==> src/rtl/alu_multicycle_pkg.sv <==
// Shared definitions for the multi-cycle ALU: width defaults, opcodes, FSM states.
// No logic; constants only.
// Opcode constants are 32-bit and are cast to the opcode width at the point of use.
package alu_multicycle_pkg;

    localparam int ALU_DATA_WIDTH = 32;
    localparam int ALU_OPRN_WIDTH = 6;

    localparam int unsigned ALU_OPRN_ADD  = 32'h01;
    localparam int unsigned ALU_OPRN_SUB  = 32'h02;
    localparam int unsigned ALU_OPRN_MUL  = 32'h03;
    localparam int unsigned ALU_OPRN_SHR  = 32'h04;
    localparam int unsigned ALU_OPRN_SHL  = 32'h05;
    localparam int unsigned ALU_OPRN_AND  = 32'h06;
    localparam int unsigned ALU_OPRN_OR   = 32'h07;
    localparam int unsigned ALU_OPRN_NOR  = 32'h08;
    localparam int unsigned ALU_OPRN_SLTU = 32'h09;
    localparam int unsigned ALU_OPRN_SLTS = 32'h0A;

    // IDLE accepts requests; MUL while the shift-add unit iterates.
    typedef enum logic {
        IDLE = 1'b0,
        MUL  = 1'b1
    } alu_state_e;

endpackage

==> src/rtl/alu_multicycle_if.sv <==
// Request/result bundle between the register-read stage and the ALU.
// START/OPRN/OP1/OP2 flow towards the ALU; BUSY/DONE/results flow back.
// BUSY high means START is ignored (not queued).
interface alu_multicycle_if
    import alu_multicycle_pkg::*;
#(
    parameter int DATA_WIDTH = ALU_DATA_WIDTH,
    parameter int OPRN_WIDTH = ALU_OPRN_WIDTH
);
    logic                  START;
    logic [OPRN_WIDTH-1:0] OPRN;
    logic [DATA_WIDTH-1:0] OP1;
    logic [DATA_WIDTH-1:0] OP2;
    logic                  BUSY;
    logic                  DONE;
    logic [DATA_WIDTH-1:0] OUT;
    logic [DATA_WIDTH-1:0] OUT_HI;
    logic                  ZERO;
    logic                  ERR;

    modport master (
        output START, OPRN, OP1, OP2,
        input  BUSY, DONE, OUT, OUT_HI, ZERO, ERR
    );

    modport slave (
        input  START, OPRN, OP1, OP2,
        output BUSY, DONE, OUT, OUT_HI, ZERO, ERR
    );

endinterface

==> src/rtl/alu_multicycle_mul_iter.sv <==
// Shift-add unsigned multiplier retiring MUL_BITS multiplier bits per cycle.
// Latency: DATA_WIDTH/MUL_BITS cycles after LOAD; 'product' is the next-step value, valid when 'last'.
// No backpressure; LOAD restarts the iteration unconditionally.
module alu_mul_iter #(
    parameter int DATA_WIDTH = 32,
    parameter int MUL_BITS   = 1
) (
    input  logic                    CLK,
    input  logic                    RST,
    input  logic                    LOAD,
    input  logic [DATA_WIDTH-1:0]   multiplicand,
    input  logic [DATA_WIDTH-1:0]   multiplier,
    output logic [2*DATA_WIDTH-1:0] product,
    output logic                    last
);
    localparam int N     = DATA_WIDTH / MUL_BITS;
    localparam int CNT_W = (N > 1) ? $clog2(N) : 1;

    logic [DATA_WIDTH-1:0]          mcand_q;
    // Upper half accumulates partial sums; lower half starts as the multiplier
    // and is consumed from the bottom as the accumulator shifts right.
    logic [2*DATA_WIDTH-1:0]        acc_q;
    logic [2*DATA_WIDTH-1:0]        acc_d;
    logic [CNT_W-1:0]               cnt_q;
    logic [DATA_WIDTH+MUL_BITS-1:0] partial;
    logic [DATA_WIDTH+MUL_BITS-1:0] sum;

    // One step: add multiplicand times the low multiplier chunk into the upper half.
    // The sum cannot exceed (2^W-1)*2^M, so W+M bits never overflow.
    always_comb begin
        partial = {{MUL_BITS{1'b0}}, mcand_q} * {{DATA_WIDTH{1'b0}}, acc_q[MUL_BITS-1:0]};
        sum     = {{MUL_BITS{1'b0}}, acc_q[2*DATA_WIDTH-1:DATA_WIDTH]} + partial;
    end

    // Shift right by one chunk; when a single chunk covers the whole word the sum is the product.
    generate
        if (MUL_BITS < DATA_WIDTH) begin : g_shift
            assign acc_d = {sum, acc_q[DATA_WIDTH-1:MUL_BITS]};
        end else begin : g_whole
            assign acc_d = sum;
        end
    endgenerate

    assign product = acc_d;
    assign last    = (cnt_q == CNT_W'(N - 1));

    // Accumulator and iteration counter; free-runs outside a multiply, only read while in MUL.
    always_ff @(posedge CLK) begin
        if (RST) begin
            mcand_q <= '0;
            acc_q   <= '0;
            cnt_q   <= '0;
        end else if (LOAD) begin
            mcand_q <= multiplicand;
            acc_q   <= {{DATA_WIDTH{1'b0}}, multiplier};
            cnt_q   <= '0;
        end else begin
            acc_q   <= acc_d;
            cnt_q   <= cnt_q + CNT_W'(1);
        end
    end

endmodule

==> src/rtl/alu_multicycle.sv <==
// Multi-cycle ALU: single-cycle logic/arith/compare ops plus an iterative double-width multiply.
// Latency: single-cycle ops report at the START edge; multiply reports DATA_WIDTH/MUL_BITS edges later.
// Backpressure: BUSY high during multiply; START is dropped (not queued) while BUSY.
module alu_multicycle
    import alu_multicycle_pkg::*;
#(
    parameter int DATA_WIDTH = ALU_DATA_WIDTH,
    parameter int OPRN_WIDTH = ALU_OPRN_WIDTH,
    parameter int MUL_BITS   = 1
) (
    input  logic            CLK,
    input  logic            RST,
    alu_multicycle_if.slave bus
);
    alu_state_e              state_q;
    logic [DATA_WIDTH-1:0]   out_q;
    logic [DATA_WIDTH-1:0]   out_hi_q;
    logic                    zero_q;
    logic                    done_q;
    logic                    err_q;
    logic                    busy_q;

    logic [DATA_WIDTH-1:0]   res_d;
    logic                    err_d;
    logic                    is_mul;
    logic                    mul_load;
    logic [2*DATA_WIDTH-1:0] mul_prod;
    logic                    mul_last;

    assign is_mul   = (bus.OPRN == OPRN_WIDTH'(ALU_OPRN_MUL));
    assign mul_load = (state_q == IDLE) && bus.START && is_mul;

    alu_mul_iter #(
        .DATA_WIDTH (DATA_WIDTH),
        .MUL_BITS   (MUL_BITS)
    ) u_mul (
        .CLK          (CLK),
        .RST          (RST),
        .LOAD         (mul_load),
        .multiplicand (bus.OP1),
        .multiplier   (bus.OP2),
        .product      (mul_prod),
        .last         (mul_last)
    );

    // Single-cycle result from the live operands; unknown opcodes give 0 with an error flag.
    // Shifts use the full OP2 value, so amounts >= DATA_WIDTH naturally yield 0.
    always_comb begin
        res_d = '0;
        err_d = 1'b0;
        case (bus.OPRN)
            OPRN_WIDTH'(ALU_OPRN_ADD):  res_d = bus.OP1 + bus.OP2;
            OPRN_WIDTH'(ALU_OPRN_SUB):  res_d = bus.OP1 - bus.OP2;
            OPRN_WIDTH'(ALU_OPRN_MUL):  res_d = '0;
            OPRN_WIDTH'(ALU_OPRN_SHR):  res_d = bus.OP1 >> bus.OP2;
            OPRN_WIDTH'(ALU_OPRN_SHL):  res_d = bus.OP1 << bus.OP2;
            OPRN_WIDTH'(ALU_OPRN_AND):  res_d = bus.OP1 & bus.OP2;
            OPRN_WIDTH'(ALU_OPRN_OR):   res_d = bus.OP1 | bus.OP2;
            OPRN_WIDTH'(ALU_OPRN_NOR):  res_d = ~(bus.OP1 | bus.OP2);
            OPRN_WIDTH'(ALU_OPRN_SLTU): res_d = {{(DATA_WIDTH-1){1'b0}}, (bus.OP1 < bus.OP2)};
            OPRN_WIDTH'(ALU_OPRN_SLTS): res_d = {{(DATA_WIDTH-1){1'b0}},
                                                 ($signed(bus.OP1) < $signed(bus.OP2))};
            default:                    err_d = 1'b1;
        endcase
    end

    // Control FSM with registered results; DONE/ERR default low so they pulse for one cycle.
    always_ff @(posedge CLK) begin
        if (RST) begin
            state_q  <= IDLE;
            out_q    <= '0;
            out_hi_q <= '0;
            zero_q   <= 1'b1;
            done_q   <= 1'b0;
            err_q    <= 1'b0;
            busy_q   <= 1'b0;
        end else begin
            done_q <= 1'b0;
            err_q  <= 1'b0;
            case (state_q)
                IDLE: begin
                    if (bus.START) begin
                        if (is_mul) begin
                            state_q <= MUL;
                            busy_q  <= 1'b1;
                        end else begin
                            out_q    <= res_d;
                            out_hi_q <= '0;
                            zero_q   <= (res_d == '0);
                            done_q   <= 1'b1;
                            err_q    <= err_d;
                        end
                    end
                end
                MUL: begin
                    if (mul_last) begin
                        out_q    <= mul_prod[DATA_WIDTH-1:0];
                        out_hi_q <= mul_prod[2*DATA_WIDTH-1:DATA_WIDTH];
                        zero_q   <= (mul_prod[DATA_WIDTH-1:0] == '0);
                        done_q   <= 1'b1;
                        busy_q   <= 1'b0;
                        state_q  <= IDLE;
                    end
                end
                default: state_q <= IDLE;
            endcase
        end
    end

    assign bus.OUT    = out_q;
    assign bus.OUT_HI = out_hi_q;
    assign bus.ZERO   = zero_q;
    assign bus.DONE   = done_q;
    assign bus.ERR    = err_q;
    assign bus.BUSY   = busy_q;

endmodule

==> src/flat_wrapper.sv <==
// flat-port wrapper written by rule: the top's interface ports become plain ports
module alu_multicycle_flat import alu_multicycle_pkg::*;
#(
    parameter int DATA_WIDTH = ALU_DATA_WIDTH,
    parameter int OPRN_WIDTH = ALU_OPRN_WIDTH,
    parameter int MUL_BITS   = 1
)
  (CLK, RST, bus_START, bus_OPRN, bus_OP1, bus_OP2, bus_BUSY, bus_DONE, bus_OUT, bus_OUT_HI, bus_ZERO, bus_ERR);
  alu_multicycle_if #(.DATA_WIDTH(DATA_WIDTH), .OPRN_WIDTH(OPRN_WIDTH)) bus_i ();
  input  logic CLK;
  input  logic RST;
  input wire logic [$bits(bus_i.START)-1:0] bus_START;
  input wire logic [$bits(bus_i.OPRN)-1:0] bus_OPRN;
  input wire logic [$bits(bus_i.OP1)-1:0] bus_OP1;
  input wire logic [$bits(bus_i.OP2)-1:0] bus_OP2;
  output wire logic [$bits(bus_i.BUSY)-1:0] bus_BUSY;
  output wire logic [$bits(bus_i.DONE)-1:0] bus_DONE;
  output wire logic [$bits(bus_i.OUT)-1:0] bus_OUT;
  output wire logic [$bits(bus_i.OUT_HI)-1:0] bus_OUT_HI;
  output wire logic [$bits(bus_i.ZERO)-1:0] bus_ZERO;
  output wire logic [$bits(bus_i.ERR)-1:0] bus_ERR;
  assign bus_i.START = bus_START;
  assign bus_i.OPRN = bus_OPRN;
  assign bus_i.OP1 = bus_OP1;
  assign bus_i.OP2 = bus_OP2;
  assign bus_BUSY = bus_i.BUSY;
  assign bus_DONE = bus_i.DONE;
  assign bus_OUT = bus_i.OUT;
  assign bus_OUT_HI = bus_i.OUT_HI;
  assign bus_ZERO = bus_i.ZERO;
  assign bus_ERR = bus_i.ERR;
  alu_multicycle #(.DATA_WIDTH(DATA_WIDTH), .OPRN_WIDTH(OPRN_WIDTH), .MUL_BITS(MUL_BITS)) u_core (.CLK(CLK), .RST(RST), .bus(bus_i));
endmodule
==> config.mk <==
export PLATFORM = sky130hd
export DESIGN_NAME = alu_multicycle_flat
export DESIGN_NICKNAME = d
export VERILOG_FILES = /design/src/rtl/alu_multicycle_pkg.sv /design/src/rtl/alu_multicycle_if.sv /design/src/rtl/alu_multicycle_mul_iter.sv /design/src/rtl/alu_multicycle.sv /design/src/flat_wrapper.sv
export SDC_FILE = /design/constraint.sdc
export NUM_CORES = 1
export LEC_CHECK = 0
export BUFFER_PORTS_ARGS = -buffer_cell sky130_fd_sc_hd__buf_2
export CORE_MARGIN = 2
export CORE_UTILIZATION = 30
export CTS_BUF_LIST = sky130_fd_sc_hd__clkbuf_4 sky130_fd_sc_hd__clkbuf_8 sky130_fd_sc_hd__clkbuf_16
export DETAILED_ROUTE_END_ITERATION = 12
export SYNTH_ARGS = -nofsm -noshare
export SYNTH_HDL_FRONTEND = slang
export SYNTH_SLANG_ARGS = --single-unit
==> constraint.sdc <==
create_clock -name CLK -period 5.45 [get_ports CLK]
set_input_delay 0.8175 -clock CLK [delete_from_list [all_inputs] [get_ports CLK]]
set_output_delay 0.8175 -clock CLK [all_outputs]
set_load 0.05 [all_outputs]
-- After elaboration in Yosys (flattened, before gate mapping)
Cells that the tools add are included.
- register bits: 170
- bits of input ports: 73
- latch bits: 0
- memories: 0
- bits in read-only memories: 0
- bits in writable memories: 0
- shift-type cells: 2
- equal/unequal tests: 15
- multipliers: 1
- divide/modulo/power cells: 0
- mux-type cells: 27
- add/sub/neg operators: 4
- bitwise logic cells: 5
- reduce and logical (&&, ||, !) cells: 9
- $lt $le $gt $ge: 2
- operators with widths (operator ; number):
    one-hot mux 32 bit (9 select lines) ; 1
    2-to-1 mux 32 bit ; 7
    one-hot mux 32 bit (2 select lines) ; 2
    zero test 32 bit ; 2
    < comparator 32 bit ; 2
    adder 32 x 33 -> 33 bit ; 1
    multiplier 32 x 1 -> 33 bit ; 1
    adder 32 bit ; 1
    AND 32 bit ; 1
    inverter 32 bit ; 1
    OR 32 bit ; 1
    << shifter 32 x 32 -> 32 bit ; 1
    right shift 32 x 32 -> 32 bit ; 1
    subtractor 32 bit ; 1
    == test 6 x 3 -> 1 bit (second input constant) ; 4
    == test 6 x 4 -> 1 bit (second input constant) ; 3
    2-to-1 mux 1 bit ; 13
    == test 6 x 2 -> 1 bit (second input constant) ; 2
    OR reduction 9 bit ; 1
    one-hot mux 1 bit (2 select lines) ; 4
    == test 6 x 1 -> 1 bit (second input constant) ; 1
    != test 2 bit (second input constant) ; 3
    AND reduction 3 bit ; 2
    adder 5 x 1 -> 5 bit (second input constant) ; 1
    other kinds (6) ; 8

-- Logic depth before layout (Yosys ltp)
- depth in word-level cells: 7
- gate-level depth with buffers: 18

-- By module
Synthesis repeated with hierarchy kept, for this count alone.
- cells, all modules: 2251
- area, all modules: 17725.8 µm²
- modules (own cells, without submodules) (module ; area an instance (µm²) ; cells each ; seq. area each (µm²) ; times used):
    alu_multicycle ; 12235.5 ; 1648 ; 1381.3 ; 1
    alu_mul_iter ; 5490.3 ; 603 ; 2021.9 ; 1

-- Least setup slack after synthesis
OpenSTA, ideal clock, no wires.
- path kind: input-to-reg
- start: input bus_OP2[1]
- end: register u_core.out_q[29], in the netlist u_core.bus.OUT[29]
- cell stages on the path: 17
- required time: 5333 ps
- data arrival time: 4851 ps
- path slack: 482 ps
- path through: clkinv_1 buf_2 buf_1 clkbuf_1 ha_1 o21ba_2 nor4_2 o31ai_1 o31ai_1 a21oi_1 or4_1 a211oi_1 nor2_1 o22a_1 o22ai_1 o21ai_0 a22o_1
- cells in the longest elaborated chain, start to end: 5
- RTL lines (element ; RTL line ; source):
    start: declaration ; flat_wrapper.sv:15 ; input wire logic [$bits(bus_i.OP2)-1:0] bus_OP2;
    subtractor 32 bit (tied with other cells) ; alu_multicycle.sv:53 ; OPRN_WIDTH'(ALU_OPRN_SUB): res_d = bus.OP1 - bus.OP2;
    one-hot mux 32 bit (9 select lines) * ; alu_multicycle.sv:51 ; case (bus.OPRN)
    2-to-1 mux 32 bit * ; alu_multicycle.sv:83 ; if (is_mul) begin
    2-to-1 mux 32 bit * ; alu_multicycle.sv:82 ; if (bus.START) begin
    one-hot mux 32 bit (2 select lines) * ; alu_multicycle.sv:80 ; case (state_q)
    end signal: assignment ; alu_multicycle.sv:87 ; out_q <= res_d;
    end signal: assignment ; alu_multicycle.sv:97 ; out_q <= mul_prod[DATA_WIDTH-1:0];
    end: declaration ; alu_multicycle.sv:16 ; logic [DATA_WIDTH-1:0] out_q;
Every way passes the cells marked *; elsewhere a longest branch is shown, timed or not. The select of a mux whose other input is x is not followed.
A chain may end at the register's enable or synchronous reset.

-- Worst setup path in the final report
- start: input bus_OP2[0]
- end: register u_core.zero_q, in the netlist u_core.bus.ZERO
- cells in the longest elaborated chain, start to end: 7
- RTL lines (element ; RTL line ; source):
    parallel branches: the longest is 2 deep, another holds subtractor 32 bit ; n/a ;
    one-hot mux 32 bit (9 select lines) * ; alu_multicycle.sv:51 ;
    zero test 32 bit * ; alu_multicycle.sv:89 ; zero_q <= (res_d == '0);
    2-to-1 mux 1 bit * ; alu_multicycle.sv:83 ;
    2-to-1 mux 1 bit * ; alu_multicycle.sv:82 ;
    one-hot mux 1 bit (2 select lines) * ; alu_multicycle.sv:80 ;
    end signal: assignment ; alu_multicycle.sv:89 ;
    end signal: assignment ; alu_multicycle.sv:99 ; zero_q <= (mul_prod[DATA_WIDTH-1:0] == '0);
    end: declaration ; alu_multicycle.sv:18 ; logic zero_q;
Mark *: on every way between the ends. The select of a mux whose other input is x is not followed.

==> flow_summary.toml <==
[cts]
clk_latency_ns = 0.45
clockBufferDepth = 2
clockRootBuffer = "clkbuf_16"
cts_tree = "yes"
cts-resized-gates = 0
cts.clk_slew.worst_paths_ns = 0.07
cts_buffers = 17
htreeDepth = 4
cts.sinks = 170
postCtsSetupRepairBufs = 0
hold_buffers = 0

[detailed_routing]
dr.pass1.iters = 6
drtAntennaViolNets = 0
vias = 18954
drc = 0
drt-total-wl_um = 80700
viasPerCell = 6.07
wl_per_cell_um = 25.8
drtIter0Drc = 2136

[synthesis]
ys_seq_area_frac = 0.200
synth_area_mm2 = 0.0170
ys_top_cells_by_count = "nand2_1, nor2_1, a21oi_1"
yosys-top-cells-area = "dfxtp_1, ha_1, mux4_2"
yosysWarnings = 0
synth.distinct_cells = 90
synth-edff-count = 0
syn_avg_cell_area_um2 = 7.62
synth_nets = 2442
synthCells = 2236
yosys.area.top_type = "dfxtp_1"
ys.flop_type = "dfxtp_1"
synth-seq-cells = 170
synthArstFlopShare = 0
netlist.area_leader.share = 0.200
synth.most_common_cell = "nand2_1"

[placement]
hpwlAfterDp_um = 64000
gp_congestion = 1.02
dp_cells = 3092
portBuffers = 140
place_area_mm2 = 0.0191
pre_cts_ws_ns = 0.344

[finish]
layout-drive-gt1-share = 0.175
fillers = 5988
fin_area_mm2 = 0.0197
final_cells = 3125
nets = 2561
syn_to_final_growth_pct = 15.4

[setup_path]
cp_max_fo = 18
regToRegEndpoint = "u_core.bus.OUT_HI[30]"
r2r_cells = 14
endpoint_kind = "flip-flop"
cp.required_ns = 5.83
regToRegSetupSlack_ns = 1.52
critPathBufInv = 1
cp_cell_sequence = "buf_4 -> ha_1 -> fa_1 -> a21o_1 -> a2bb2oi_1 -> a21oi_1 -> a221oi_1 -> o31ai_1 -> a2111oi_1 -> o211ai_1 -> nor4_2 -> nand4_1 -> nor4_1 -> nand4_1 -> o21ai_1"
startpoint_type = "input pin"
path_class = "input pin to flip-flop"
cp_num_cells = 15
worstSetupStartpoint = "bus_OP2[0]"
crit_arrival_ns = 5.22
slowest_stage = "a2111oi_1"
endpoint = "u_core.bus.ZERO"
max_stage_delay_ns = 0.77
rr_startpoint = "u_core.u_mul.acc_q[0]"
crit_family = "compound AO/OA/AOI/OAI gates"
crit_top_cell = "nand4_1"

[pwr]
seqPwrFrac = 0.341
power.internal_mw = 2.34
vdd_drop_max_v = 0.000226
comb_power_share = 0.326
swShare = 0.371
p_sw_mw = 1.38
p_leak_nw = 8.22
power.share.clock = 0.334
powerDensity_mw_per_mm2 = 189

[sta]
setup_viol = 0
hold_violations = 0
rsz0062_at_grt = "no"
setup_tns_ns = 0
holdWs_ns = 0.451
fmax_mhz = 207
fin_crit_sh = 0.888
skew_ns = 0.0184
slew_viol_final = 0
slew_headroom = 0.238
min_period_ns = 4.84
tightest_slew_ns = 1.13
worst_slack_ns = 0.611

[run]
drv_cap = 0

[global_route]
grt_pass1_wl_um = 119000
grt_antenna_before_repair = 4
grt_usage = 0.266
globalRouteOverflowTotal = 0
grt_max_degree = 78
grt_pass1_vias = 17879

[status]
outcome = "complete, no violations"

[floorplanning]
rows = 87
start_util = 0.303
ios = 141
core_mm2 = 0.0563
die-area_mm2 = 0.0587
die_w_um = 242
die_h_um = 242

[min_path]
hold_class = "flip-flop to flip-flop"
worstHoldPathCells = 2
==> metal layers <==
| metal | track usage | up-vias | part of all wire | routed length, µm |
|---|---|---|---|---|
| li1 | - | 8477 | - | - |
| met1 | 0.363 | 9231 | 0.43 | 34700 |
| met2 | 0.407 | 1054 | 0.43 | 35100 |
| met3 | 0.0496 | 186 | 0.090 | 7260 |
| met4 | 0.115 | 6 | 0.046 | 3690 |
| met5 | 0 | - | 0.00053 | 43 |
==> state kept, by name, indices dropped and copies added (netlist names) <==
| register | flops |
|---|---|
| u_core.state_q | 1 |
| u_core.bus.DONE | 1 |
| u_core.bus.ERR | 1 |
| u_core.bus.ZERO | 1 |
| u_core.bus.OUT | 32 |
| u_core.bus.BUSY | 1 |
| u_core.bus.OUT_HI | 32 |
| u_core.u_mul.cnt_q | 5 |
| u_core.u_mul.acc_q | 64 |
| u_core.u_mul.mcand_q | 32 |
==> logic make-up after synthesis <==
| family | share of synthesized area |
|---|---|
| buffers and inverters | 0.0650 |
| multiplexers | 0.129 |
| flip-flops | 0.200 |
| adder cells (fa/ha/maj) | 0.0990 |
| AO/OA/AOI/OAI | 0.258 |
| AND/OR/NAND/NOR | 0.230 |
| XOR/XNOR | 0.0195 |
==> worst register-to-register path, cell delays in order (launching register included) <==
cell and delay [ns]:
dfxtp_1 0.59, and2_1 0.21, ha_1 0.30, a21o_1 0.21
a221oi_1 0.30, o221ai_1 0.16, a31o_2 0.27, o311ai_0 0.50
a31oi_1 0.21, nor2_1 0.21, o211a_1 0.22, o21ai_0 0.10
a21o_1 0.20, xor2_1 0.15, a22o_1 0.19
==> layout make-up <==
cell class	count	area, µm²	area share
clock inverter	14	155	0.00789
antenna	1	2.50	0.000127
timing repair buffer	270	1740	0.0887
tap	756	946	0.0481
multi-input combinational	1789	12600	0.639
clock buffer	18	439	0.0223
sequential	170	3400	0.173
inverter	107	402	0.0204
==> power groups by stage <==
stage	sequential [mW]	combinational (mW)	clock (mW)
final	1.27	1.21	1.24
after floorplan	1.34	0.682	0
after global placement	1.30	1.17	0
after global routing	1.27	1.27	1.32
after CTS	1.27	1.18	1.27
after detailed placement	1.30	1.17	0
==> cell usage in the layout, fill, tap and decap left out, types with 66 or more instances in the layout <==
master	netlist	layout
buf_2	18	138
buf_4	3	127
nand2_1	268	268
mux2i_1	67	67
a21oi_1	199	198
o21ai_0	82	82
dfxtp_1	170	169
and2_1	66	66
inv_1	104	104
nor2_1	212	209
ha_1	130	130
==> worst min-delay path by stage <==
stage / start / end / slack, ns
after global placement: u_core.u_mul.cnt_q[0] / u_core.u_mul.cnt_q[0] / 0.43
after floorplan: u_core.u_mul.cnt_q[0] / u_core.u_mul.cnt_q[0] / 0.42
final: u_core.u_mul.mcand_q[27] / u_core.u_mul.mcand_q[27] / 0.45
after global routing: u_core.bus.OUT[26] / u_core.bus.OUT[26] / 0.46
after detailed placement: u_core.bus.OUT[26] / u_core.bus.OUT[26] / 0.44
after CTS: u_core.bus.OUT[26] / u_core.bus.OUT[26] / 0.45
==> per-stage QoR <==
step | power (mW) | util
after detailed placement | 2.47 | 0.339
after global routing | 3.86 | 0.349
after global placement | 2.47 | 0.339
after CTS | 3.71 | 0.349
after floorplan | 2.02 | -
final | 3.72 | 0.350
Power figures use the tool's default switching activity.
